[config.mk]
export PLATFORM = sky130hd
export DESIGN_NAME = jtag_tap_ctrl
export DESIGN_NICKNAME = d
export VERILOG_FILES = /design/src/rtl/jtag_tap_ctrl.sv
export SDC_FILE = /design/constraint.sdc
export NUM_CORES = 1
export LEC_CHECK = 0
export ABC_AREA = 1
export CORE_MARGIN = 2
export CORE_UTILIZATION = 50
export CTS_BUF_LIST = sky130_fd_sc_hd__clkbuf_4
export DETAILED_ROUTE_END_ITERATION = 7
export PLACE_DENSITY = 0.85
export SLEW_MARGIN = 20
export SYNTH_ARGS = -nofsm -noshare
export SYNTH_HDL_FRONTEND = slang
export SYNTH_SLANG_ARGS = --single-unit
[constraint.sdc]
create_clock -name tck -period 1.4 [get_ports tck]
set_input_delay 0.42 -clock tck [delete_from_list [all_inputs] [get_ports tck]]
set_output_delay 0.42 -clock tck [all_outputs]
set_load 0.005 [all_outputs]
[src/rtl/jtag_tap_ctrl.sv]
// IEEE 1149.1 TAP controller and instruction register for the JTAG-to-AXI bridge.
// Define JTAG_IR_READBACK_EN to capture the active instruction in CAPTURE_IR.

package jtag_tap_pkg;

    typedef enum logic [3:0] {
        TEST_LOGIC_RESET,
        RUN_TEST_IDLE,
        SELECT_DR_SCAN,
        CAPTURE_DR,
        SHIFT_DR,
        EXIT1_DR,
        PAUSE_DR,
        EXIT2_DR,
        UPDATE_DR,
        SELECT_IR_SCAN,
        CAPTURE_IR,
        SHIFT_IR,
        EXIT1_IR,
        PAUSE_IR,
        EXIT2_IR,
        UPDATE_IR
    } tap_ctrl_fsm_t;

    typedef enum logic [2:0] {
        IDCODE,
        ADDR_REGISTER,
        DATA_WR_REGISTER,
        DATA_RD_REGISTER,
        BYPASS
    } ir_decoding_t;

endpackage

module jtag_tap_ctrl
    import jtag_tap_pkg::*;
#(
    parameter int                  IR_WIDTH   = 4,
    parameter logic [IR_WIDTH-1:0] IR_IDCODE  = IR_WIDTH'('h1),
    parameter logic [IR_WIDTH-1:0] IR_ADDR    = IR_WIDTH'('h2),
    parameter logic [IR_WIDTH-1:0] IR_DATA_WR = IR_WIDTH'('h3),
    parameter logic [IR_WIDTH-1:0] IR_DATA_RD = IR_WIDTH'('h4),
    parameter logic [IR_WIDTH-1:0] IR_BYPASS  = '1
) (
    input  logic                tck,
    input  logic                trstn,
    input  logic                tms,
    input  logic                tdi,
    input  logic                dr_tdo,
    output logic                tdo,
    output logic                tdo_oe,
    output tap_ctrl_fsm_t       tap_state,
    output ir_decoding_t        ir_dec,
    output logic [IR_WIDTH-1:0] ir_value
);

    localparam logic [IR_WIDTH-1:0] IR_CAPTURE = IR_WIDTH'(2'b01);

    tap_ctrl_fsm_t       state_q;
    tap_ctrl_fsm_t       state_d;
    logic [IR_WIDTH-1:0] ir_sr;
    logic                tdo_d;
    logic                tdo_oe_d;

    // NOTE: clocked state uses non-blocking assignments so every flop samples
    // pre-edge values regardless of the order the always blocks are evaluated.
    always_ff @(posedge tck or negedge trstn) begin
        if (!trstn) begin
            state_q <= TEST_LOGIC_RESET;
        end else begin
            state_q <= state_d;
        end
    end

    always_comb begin
        // NOTE: default assignment first so no path through the case leaves
        // state_d unassigned, which would infer a latch.
        state_d = state_q;
        unique case (state_q)
            TEST_LOGIC_RESET: state_d = tms ? TEST_LOGIC_RESET : RUN_TEST_IDLE;
            RUN_TEST_IDLE:    state_d = tms ? SELECT_DR_SCAN   : RUN_TEST_IDLE;
            SELECT_DR_SCAN:   state_d = tms ? SELECT_IR_SCAN   : CAPTURE_DR;
            CAPTURE_DR:       state_d = tms ? EXIT1_DR         : SHIFT_DR;
            SHIFT_DR:         state_d = tms ? EXIT1_DR         : SHIFT_DR;
            EXIT1_DR:         state_d = tms ? UPDATE_DR        : PAUSE_DR;
            PAUSE_DR:         state_d = tms ? EXIT2_DR         : PAUSE_DR;
            EXIT2_DR:         state_d = tms ? UPDATE_DR        : SHIFT_DR;
            UPDATE_DR:        state_d = tms ? SELECT_DR_SCAN   : RUN_TEST_IDLE;
            SELECT_IR_SCAN:   state_d = tms ? TEST_LOGIC_RESET : CAPTURE_IR;
            CAPTURE_IR:       state_d = tms ? EXIT1_IR         : SHIFT_IR;
            SHIFT_IR:         state_d = tms ? EXIT1_IR         : SHIFT_IR;
            EXIT1_IR:         state_d = tms ? UPDATE_IR        : PAUSE_IR;
            PAUSE_IR:         state_d = tms ? EXIT2_IR         : PAUSE_IR;
            EXIT2_IR:         state_d = tms ? UPDATE_IR        : SHIFT_IR;
            UPDATE_IR:        state_d = tms ? SELECT_DR_SCAN   : RUN_TEST_IDLE;
            default:          state_d = TEST_LOGIC_RESET;
        endcase
    end

    always_comb begin
        tdo_d    = 1'b0;
        tdo_oe_d = 1'b0;
        if (state_q == SHIFT_IR) begin
            tdo_d    = ir_sr[0];
            tdo_oe_d = 1'b1;
        end else if (state_q == SHIFT_DR) begin
            tdo_d    = dr_tdo;
            tdo_oe_d = 1'b1;
        end
    end

    assign tap_state = state_q;

    always_ff @(posedge tck or negedge trstn) begin
        if (!trstn) begin
            ir_sr <= '0;
        end else if (state_q == CAPTURE_IR) begin
`ifdef JTAG_IR_READBACK_EN
            ir_sr <= ir_value;
`else
            ir_sr <= IR_CAPTURE;
`endif
        end else if (state_q == SHIFT_IR) begin
            ir_sr <= {tdi, ir_sr[IR_WIDTH-1:1]};
        end
    end

    // Update and TDO launch on the falling edge so they are settled half a
    // cycle before the next rising edge seen by the DR block and the host.
    always_ff @(negedge tck or negedge trstn) begin
        if (!trstn) begin
            ir_value <= IR_IDCODE;
        end else if (state_q == TEST_LOGIC_RESET) begin
            ir_value <= IR_IDCODE;
        end else if (state_q == UPDATE_IR) begin
            ir_value <= ir_sr;
        end
    end

    always_ff @(negedge tck or negedge trstn) begin
        if (!trstn) begin
            tdo    <= 1'b0;
            tdo_oe <= 1'b0;
        end else begin
            tdo    <= tdo_d;
            tdo_oe <= tdo_oe_d;
        end
    end

    always_comb begin
        if (ir_value == IR_IDCODE) begin
            ir_dec = IDCODE;
        end else if (ir_value == IR_ADDR) begin
            ir_dec = ADDR_REGISTER;
        end else if (ir_value == IR_DATA_WR) begin
            ir_dec = DATA_WR_REGISTER;
        end else if (ir_value == IR_DATA_RD) begin
            ir_dec = DATA_RD_REGISTER;
        end else begin
            ir_dec = BYPASS;
        end
    end

endmodule

==> flow_summary.ini, run 1 <==
[global_route]
grt_max_degree = 9
antenna_found_initial = 0

[cts]
holdBufCountCts = 0
htree_levels = 1
numCtsBuffers = 3
cts.sinks = 14
root_buffer = clkbuf_4
clk_path_buf_depth = 2

[yosys]
synth_seq_cells = 14
synth_warnings = 0
yosys-top-cells-count = nand2_1, inv_1, nand3_1, dfrtp_1, nor2_1
synth_flop_cell = dfrtp_1
ys_seq_area_share_pct = 45.5
synthTopCellsByArea = dfrtp_1, dfrtn_1, nand2_1
synth.cell_area_um2 = 772
yosysUniqueCellTypes = 19
synth.top_cell.area_share_pct = 25.9
synth_area_leader_cell = dfrtp_1
syn_inst = 106
syn_area_per_cell_um2 = 7.28
synth_edf_count = 0
yosysMostFrequentCell = nand2_1
synth_fp_nets = 111
synthArstFlopShare_pct = 100

[die]
rows = 14
pin_count = 18
start_util_pct = 52.5
fp.dieW_um = 43.3
die_h_um = 43.3

[run_status]
outcome = did not finish
stop_error = [ERROR DPL-0033] detailed placement checks failed during check placement.
failed_stage = global routing (5_1_grt)

[place]
gp_congestion = 0.875
port-buffer-count = 17
hpwl_mm = 1.80
dp_slack_ns = -1.04

[sta]
endpoint_type = top-level output
grt-worst-endpoint = ir_dec[0]
## cells by family after synthesis
kind of cell | synth area share, %
buffers and inverters | 9.24
AND/OR/NAND/NOR | 33.7
flip-flops | 45.5
AO/OA/AOI/OAI | 11.5
## per-stage QoR
step / std cells / utilization (%) / hold WS, ns / cell area, um^2
detailed placement: 170 / 84.4 / 0.574 / 1240
global placement: 170 / 84.4 / 0.531 / 1240
floorplan: 106 / - / 0.124 / 818
CTS: 186 / 93.9 / 0.495 / 1380
## repair_timing
| item | CTS |
|---|---|
| setup buffers | 13 |
| endpoints found under the setup margin | 19 |
| pin swaps | 7 |
| resized for setup | 62 |
==> run 2: changes to the inputs <==
Settings changed: CORE_AREA set to 2 2 63 65, CORE_MARGIN 2 to not set, CORE_UTILIZATION 50 to not set, CTS_BUF_LIST sky130_fd_sc_hd__clkbuf_4 to not set, DIE_AREA set to 0 0 65 67, PLACE_DENSITY 0.85 to not set, PLACE_DENSITY_LB_ADDON set to 0.15.
==> flow_summary.ini, run 2 <==
[hold_path]
holdCritStartpoint = ir_sr[2]
holdCritPathClass = flip-flop to flip-flop
whs_endpoint = ir_sr[1]
hold_depth = 2

[sta]
max_slew_margin_pct = 85.0
worst_slew_pin_slew_ns = 0.224
setup_viol = 16
drv_slew = 0
rsz0062_at_grt = true
setup_slack_ns = -0.951
finClkSkew_ns = 0.0675
finalHoldViolations = 0
finalSetupTns_ns = -8.10

[setup_path]
cp-start-kind = flip-flop
ff2ff_path_depth = 4
r2r-start = tap_state[2]
r2r_end = ir_value[1]
crit_path_end_kind = output port
r2r_slack_ns = -0.29
required_ns = 0.98
cp.arrival_ns = 1.93
worstSetupPathType = flip-flop to output port
cp_max_fo = 3

[die]
die_h_um = 67
fp.dieW_um = 65
start_util_pct = 21.4
core_mm2 = 0.00361
die_area_mm2 = 0.00436
rows = 22
pin_count = 18

[place]
hpwl_mm = 1.83
port-buffer-count = 17
gp_congestion = 0.869

[cells_and_area]
final_common_cell = buf_4
n_fill_cell = 374
nets = 181
areaGrowthSynthToFinish_pct = 106
n_antenna_cell = 0
final_cell_mix = buf_4, nand2_1, buf_6
drive_above_1_share_pct = 59.4

[global_route]
grt.total_usage_pct = 12.7
antenna_found_initial = 0
grt_pass1_wl_mm = 4.15
grt_pass1_vias = 926
grt_max_degree = 9
overflow = 0

[yosys]
synth_flop_cell = dfrtp_1
synth_fp_nets = 111
yosysMostFrequentCell = nand2_1
synth.cell_area_um2 = 772
synth.top_cell.area_share_pct = 25.9
synth_warnings = 0
yosys-top-cells-count = nand2_1, inv_1, nand3_1, dfrtp_1, nor2_1
synth_area_leader_cell = dfrtp_1
synthArstFlopShare_pct = 100
synth_seq_cells = 14
yosysUniqueCellTypes = 19
syn_inst = 106
synth_edf_count = 0
ys_seq_area_share_pct = 45.5
syn_area_per_cell_um2 = 7.28
synthTopCellsByArea = dfrtp_1, dfrtn_1, nand2_1

[cts]
root_buffer = clkbuf_8
htree_levels = 1
cts_tree = built
numCtsBuffers = 3
holdBufCountCts = 0
clk_path_buf_depth = 2
clk_latency_ns = 0.31
cts.sinks = 14
clk_pin_slew_worst_paths_ns = 0.06

[detailed_routing]
ant_nets = 0
wl_per_cell_um = 11.5
viasPerCell = 4.28
first_iter_violations = 20
drt_pass1_iterations = 4
drc = 0
vias = 955
totalWireLength_mm = 2.57

[power_and_ir_drop]
power_density_mw_per_mm2 = 1740
ir_worst_vdd_mv = 0.577
power_leakage_nw = 0.801
total_power_mw = 2.77

[run]
cap_violations = 0

[run_status]
failed_checks = negative setup slack
outcome = complete, but fails checks
[run 2: what timing repair did]
| action | in CTS | in global routing |
|---|---|---|
| setup endpoints to repair | 19 | 23 |
| pin swaps | 6 | 10 |
| resized for setup | 67 | 24 |
| setup buffers | 9 | 8 |
[run 2: power by group]
| part | total, mW | switching, mW | internal [mW] |
|---|---|---|---|
| Clock | 0.347 | 0.149 | 0.198 |
| Sequential | 0.677 | 0.134 | 0.543 |
| Combinational | 1.74 | 0.833 | 0.908 |
[run 2: worst max-delay path by stage]
stage               slack (ns)        end         from
detailed placement       -1.01  ir_dec[2]  ir_value[0]
CTS                      -0.95  ir_dec[1]  ir_value[0]
global placement         -0.98  ir_dec[2]  ir_value[0]
finish                   -0.95  ir_dec[0]  ir_value[0]
global route             -1.02  ir_dec[2]  ir_value[0]
floorplan                -0.55  ir_dec[2]  ir_value[0]
[run 2: stage by stage]
step           worst slack [ns]  cell area [um^2]  util, %  instances  hold WS (ns)
2_1_floorplan            -0.552               818        -        106         0.124
3_3_place_gp             -0.983              1320     36.5        205         0.554
3_5_place_dp              -1.01              1320     36.5        205         0.553
4_1_cts                  -0.948              1500     41.6        218         0.571
5_1_grt                   -1.02              1590     44.2        223         0.599
6_report                 -0.951              1590     44.2        223         0.572
[run 2: worst max-delay path, stage by stage (launching register included)]
cell,delay [ns]
dfstp_2,0.52
inv_2,0.04
buf_4,0.14
nand3_2,0.07
nand2_1,0.05
buf_2,0.11
[run 2: layout make-up]
| class | instances | area, um^2 | area share [%] |
|---|---|---|---|
| clock inverter | 2 | 7.51 | 0.471 |
| sequential | 14 | 357 | 22.4 |
| clock buffer | 3 | 41.3 | 2.59 |
| tap | 48 | 60.1 | 3.77 |
| inverter | 18 | 72.6 | 4.56 |
| timing repair buffer | 65 | 558 | 35.0 |
| multi-input combinational | 73 | 497 | 31.2 |
[run 2: per-layer routing]
layer | track usage (%) | vias up | part of all wire, %
li1 | - | 485 | -
met1 | 14.2 | 450 | 43
met2 | 24.2 | 18 | 53
met3 | 1.01 | 2 | 2.5
met4 | 5.59 | 0 | 1.3
met5 | 0 | - | 0
[run 2: kinds of logic (layout without fill, tap and decap cells)]
group,count (synthesis),after routing,share of synthesized area [%]
AO/OA/AOI/OAI,15,15,11.5
buffers and inverters,19,88,9.24
flip-flops,14,14,45.5
AND/OR/NAND/NOR,58,58,33.7
Note: power is estimated with default switching activity, not from simulation.
